[src/rtl/dsm_pkg.sv]
// Shared definitions for the delta-sigma demodulator.
// Sample width, CIC order and the default decimation exponent live here,
// together with the helper that sizes the CIC datapath.
package dsm_pkg;

    localparam int DSM_DW           = 20;
    localparam int CIC_ORDER        = 3;
    localparam int DEFAULT_LOG2_DEC = 6;

    typedef logic [DSM_DW-1:0] dsm_sample_t;

    // Bits needed to hold the full-scale CIC gain R^N without loss.
    function automatic int cic_width(input int order, input int log2_dec);
        return order * log2_dec + 1;
    endfunction

endpackage

[src/rtl/dsm_cic_comb.sv]
// One CIC comb stage: out = in - in(previous decimation tick).
// The delay register only advances on a decimation tick, so the stage
// runs at the output rate while the difference itself stays combinational.
module dsm_cic_comb
    import dsm_pkg::*;
#(
    parameter int W = cic_width(CIC_ORDER, DEFAULT_LOG2_DEC)
) (
    input  logic         clock,
    input  logic         reset,
    input  logic         tick,
    input  logic [W-1:0] din,
    output logic [W-1:0] dout
);

    logic [W-1:0] delay;

    // Modulo-2^W difference; wrap in the integrators cancels out here.
    assign dout = din - delay;

    // Capture this stage's input once per decimation period.
    always_ff @(posedge clock or posedge reset) begin
        if (reset) begin
            delay <= '0;
        end else if (tick) begin
            delay <= din;
        end
    end

endmodule

[src/rtl/dsm_decimator.sv]
// Third-order CIC (sinc^3) decimator for a 1-bit delta-sigma bitstream.
// Produces DW-bit samples at clock / 2^LOG2_DEC.
// Build option: define DSM_DEC_BIPOLAR_EN to emit two's-complement samples
// (unipolar result with MSB inverted); otherwise output is unsigned.
module dsm_decimator
    import dsm_pkg::*;
#(
    parameter int DW       = DSM_DW,
    parameter int LOG2_DEC = DEFAULT_LOG2_DEC,
    parameter int ORDER    = CIC_ORDER
) (
    input  logic          clock,
    input  logic          reset,
    input  logic          pwm,
    output logic [DW-1:0] dout,
    output logic          dout_valid,
    output logic          warm
);

    localparam int W   = cic_width(ORDER, LOG2_DEC);
    localparam int SH  = DW - ORDER * LOG2_DEC;
    localparam int WCW = $clog2(ORDER + 1);

    if (ORDER != CIC_ORDER) begin : g_bad_order
        $error("dsm_decimator: ORDER must be %0d", CIC_ORDER);
    end
    if (LOG2_DEC < 1 || 3 * LOG2_DEC > DW - 2) begin : g_bad_log2_dec
        $error("dsm_decimator: LOG2_DEC out of range");
    end

    logic [W-1:0]        i1, i2, i3;
    logic [LOG2_DEC-1:0] dec_cnt;
    logic                tick;
    logic [WCW-1:0]      warm_cnt;
    logic [DW:0]         s;
    logic [DW-1:0]       scaled;
    logic [DW-1:0]       result;
    logic [W-1:0]        c3;

    assign tick = &dec_cnt;

    // Pipelined integrators, each fed by the previous stage's registered value.
    // NOTE: non-blocking assignments make every stage read the pre-edge value
    // of its predecessor; blocking here would collapse the pipeline.
    always_ff @(posedge clock or posedge reset) begin
        if (reset) begin
            i1 <= '0;
            i2 <= '0;
            i3 <= '0;
        end else begin
            i1 <= i1 + {{(W-1){1'b0}}, pwm};
            i2 <= i2 + i1;
            i3 <= i3 + i2;
        end
    end

    // Free-running decimation counter; tick marks the last cycle of a window.
    always_ff @(posedge clock or posedge reset) begin
        if (reset) begin
            dec_cnt <= '0;
        end else begin
            dec_cnt <= dec_cnt + 1'b1;
        end
    end

    // Comb chain: stage 0 reads the last integrator, each later stage the one before.
    for (genvar g = 0; g < ORDER; g++) begin : stage
        logic [W-1:0] din;
        logic [W-1:0] diff;
        if (g == 0) begin : g_first
            assign din = i3;
        end else begin : g_next
            assign din = stage[g-1].diff;
        end
        dsm_cic_comb #(.W(W)) u_comb (
            .clock (clock),
            .reset (reset),
            .tick  (tick),
            .din   (din),
            .dout  (diff)
        );
    end

    assign c3 = stage[ORDER-1].diff;
    assign s  = {c3, {SH{1'b0}}};

    // Scale full-scale R^N onto DW bits; the single overflow code saturates.
    // NOTE: every always_comb output gets a default first so no path infers a latch.
    always_comb begin
        scaled = s[DW-1:0];
        if (s[DW] && (s[DW-1:0] == '0)) begin
            scaled = '1;
        end
`ifdef DSM_DEC_BIPOLAR_EN
        result = {~scaled[DW-1], scaled[DW-2:0]};
`else
        result = scaled;
`endif
    end

    // Output register, valid strobe and warm-up tracking on decimation ticks.
    always_ff @(posedge clock or posedge reset) begin
        if (reset) begin
            dout       <= '0;
            dout_valid <= 1'b0;
            warm       <= 1'b0;
            warm_cnt   <= '0;
        end else begin
            dout_valid <= 1'b0;
            if (tick) begin
                dout <= result;
                if (warm_cnt == WCW'(ORDER)) begin
                    dout_valid <= 1'b1;
                    warm       <= 1'b1;
                end else begin
                    warm_cnt <= warm_cnt + 1'b1;
                end
            end
        end
    end

endmodule

[config.mk]
export PLATFORM = sky130hd
export DESIGN_NAME = dsm_decimator
export DESIGN_NICKNAME = d
export VERILOG_FILES = /design/src/rtl/dsm_pkg.sv /design/src/rtl/dsm_cic_comb.sv /design/src/rtl/dsm_decimator.sv
export SDC_FILE = /design/constraint.sdc
export NUM_CORES = 1
export LEC_CHECK = 0
export BUFFER_PORTS_ARGS = -buffer_cell sky130_fd_sc_hd__buf_4
export CAP_MARGIN = 15
export CORE_AREA = 2 2 178 180
export DETAILED_ROUTE_END_ITERATION = 12
export DIE_AREA = 0 0 180 182
export GPL_ROUTABILITY_DRIVEN = 0
export HOLD_SLACK_MARGIN = 0.06
export SETUP_SLACK_MARGIN = 0.15
export SYNTH_ARGS = -nofsm -noshare
export SYNTH_HDL_FRONTEND = slang
export SYNTH_SLANG_ARGS = --single-unit
[constraint.sdc]
create_clock -name clock -period 16.6 [get_ports clock]
set_input_delay 0 -clock clock [delete_from_list [all_inputs] [get_ports clock]]
set_output_delay 0 -clock clock [all_outputs]
set_load 0.05 [all_outputs]
==> results.py <==
metrics = {
    "timing": {
        "worst_pin_slew_ns": 0.977,
        "fin_crit_ns": 6.73,
        "slew_headroom_pct": 34.9,
        "min_period_over_period_pct": 40.6,
        "final.setup_skew_ns": 0.00939,
        "grt_setup_unrepaired": "no",
        "hold_viol_final": 0,
        "setup_slack_ns": 9.87,
        "finalSetupViolCount": 0,
        "max_freq_mhz": 149,
        "drv_slew": 0,
        "fin_setup_tns_ns": 0,
    },
    "drt": {
        "first_iter_violations": 278,
        "via_count": 6752,
        "routed_via_density": 4.66,
        "wire_per_inst_um": 11.5,
        "drt_first_pass_iters": 4,
        "wl_um": 16700,
        "ant_nets": 0,
        "drcViolationCount": 0,
    },
    "yosys": {
        "synth_seq_cells": 143,
        "async_reset_ff_share_pct": 100,
        "synthCells": 1006,
        "seq_area_frac_synth_pct": 39.0,
        "yosysWarnings": 0,
        "synth.cell_area_um2": 9180,
        "synth_ff_type": "dfrtp_1",
        "syn_nets": 1108,
        "synth-edff-count": 0,
        "avgSynthCellArea_um2": 9.13,
        "ys_types": 62,
    },
    "cells_and_area": {
        "drive_gt1_share_pct": 8.30,
        "syn_to_final_growth_pct": 14.2,
        "stdcell_count": 1450,
        "num_antenna_cells": 0,
        "fillerInstances": 3153,
        "fin_nets": 1138,
    },
    "clock_tree": {
        "htreeDepth": 4,
        "clk-insertion-delay-late_ns": 0.42,
        "cts_buffers": 17,
        "cts_tree": "built",
        "clock_path_buffers": 2,
        "clkTransAtPathRegs_ns": 0.06,
        "post_cts_buffers": 0,
        "clockRootBuffer": "clkbuf_16",
        "clkSinkCount": 143,
    },
    "setup_path": {
        "reg2reg_to": "dout[2]",
        "r2r_setup_slack_ns": 9.87,
        "path_max_fanout": 19,
        "r2r-start": "i3[0]",
        "cp_top_family": "compound AO/OA/AOI/OAI gates",
        "start_kind": "flip-flop",
        "slowest_stage": "or3b_1",
        "max_stage_delay_ns": 0.71,
        "crit_type": "reg2reg",
        "arrival_ns": 7.06,
        "critPathCaptureType": "flip-flop",
        "critical_path_buf_inv_count": 3,
        "r2r_cells": 29,
        "required_ns": 16.93,
    },
    "global_routing": {
        "grt_pass1_vias": 6514,
        "overflow": 0,
        "grt_max_degree": 111,
        "track_usage_pct": 10.8,
        "antenna_found_initial": 0,
        "grt_pass1_wl_um": 29900,
    },
    "placement": {
        "portBuffers": 24,
        "pre_cts_slack_ns": 9.87,
        "hpwl_um": 12200,
        "post-place-cells": 1417,
    },
    "min_path": {
        "hold_class": "in2async",
    },
    "floorplan": {
        "io_pins": 25,
        "core_um2": 31000,
        "die_w_um": 180,
        "dieArea_um2": 32800,
        "row_count": 65,
        "initial_core_util_pct": 29.6,
        "die_y_um": 182,
    },
    "flow_run": {
        "cap_violations": 0,
    },
    "outcome": {
        "status": "finished clean",
    },
}
-- Yosys cell counts, drive strengths merged (11+ instances only) --
cell    instances  area (um^2)
a211oi         11         82.6
a21o           20          150
a21oi          50          254
and3           14         87.6
clkbuf         14         52.6
dfrtp         143         3580
ha             94         1180
inv            84          315
nand2         107          404
nand3          36          190
nor2           80          300
nor2b          13         88.8
nor3           24          120
o21ai          96          507
xnor2          66          578
xor2           20          175
-- placed cells by master, fill, tap and decap left out, drive strengths merged, types with 14 or more instances in the layout --
cell,Yosys,layout
a21o,20,20
a21oi,50,50
and3,14,14
buf,4,27
clkbuf,14,21
dfrtp,143,143
ha,94,94
inv,84,85
nand2,107,107
nand3,36,36
nor2,80,80
nor3,24,24
o21ai,96,96
xnor2,66,66
xor2,20,20
-- logic make-up (layout without fill, tap and decap cells) --
logic type,Yosys count,count (layout),synth area share [%]
compound gates,257,257,17.8
xor+xnor,86,86,8.20
fa+ha+maj,99,99,13.9
buf+inv,102,144,4.55
flops,143,143,39.0
mux,6,6,0.736
simple gates,313,313,15.9
-- tightest hold or removal path, stage by stage --
cell	delay (ns)
dlygate4sd3_1	0.53
buf_4	0.15
inv_6	0.46
-- layer usage --
layer / vias to the layer above / share of wire, % / wire length, um / track usage (%)
met1: 3096 / 52 / 8700 / 14.6
met4: 0 / 1.1 / 184 / 3.09
met5: - / 0 / 0 / 0
met3: 11 / 2.5 / 410 / 2.15
li1: 3588 / - / - / -
met2: 57 / 44 / 7420 / 17.4
-- metrics by stage --
stage	hold slack (ns)	utilization [%]	instance area (um^2)
5_1_grt	0.344	33.9	10500
6_report	0.246	33.9	10500
3_3_place_gp	0.177	31.6	9790
3_5_place_dp	0.177	31.6	9790
2_1_floorplan	0.137	-	9180
4_1_cts	0.281	33.9	10500
-- timing repair --
action	in CTS	in global routing
endpoints found under the hold margin	78	0
hold buffers	2	0
gates resized for setup	0	0
-- sequential cells by signal, summed over array words and instances, names as in the netlist --
signal              flops
i3                     19
warm                    1
dec_cnt                 6
dout                   19
dout_valid              1
warm_cnt                2
stage.u_comb.delay     57
i1                     19
i2                     19
-- how the worst max path moves through the flow --
stage,start,endpoint,depth (start not counted)
CTS,i3[0],dout[2],29
global placement,i3[0],dout[2],29
global route,i3[0],dout[2],29
detailed placement,i3[0],dout[2],29
finish,i3[0],dout[2],29
floorplan,i3[0],dout[11],31
-- final cells by class --
type	instances	area [um^2]	share of cell area (%)
multi-input combinational	761	5190	49.5
sequential	143	3580	34.1
tap	402	503	4.79
clock buffer	21	470	4.48
inverter	84	320	3.05
timing repair buffer	29	223	2.12
clock inverter	10	206	1.97
Power is not shown: default switching activity piles up to over one toggle a cycle in this logic, so the estimate is an artifact.
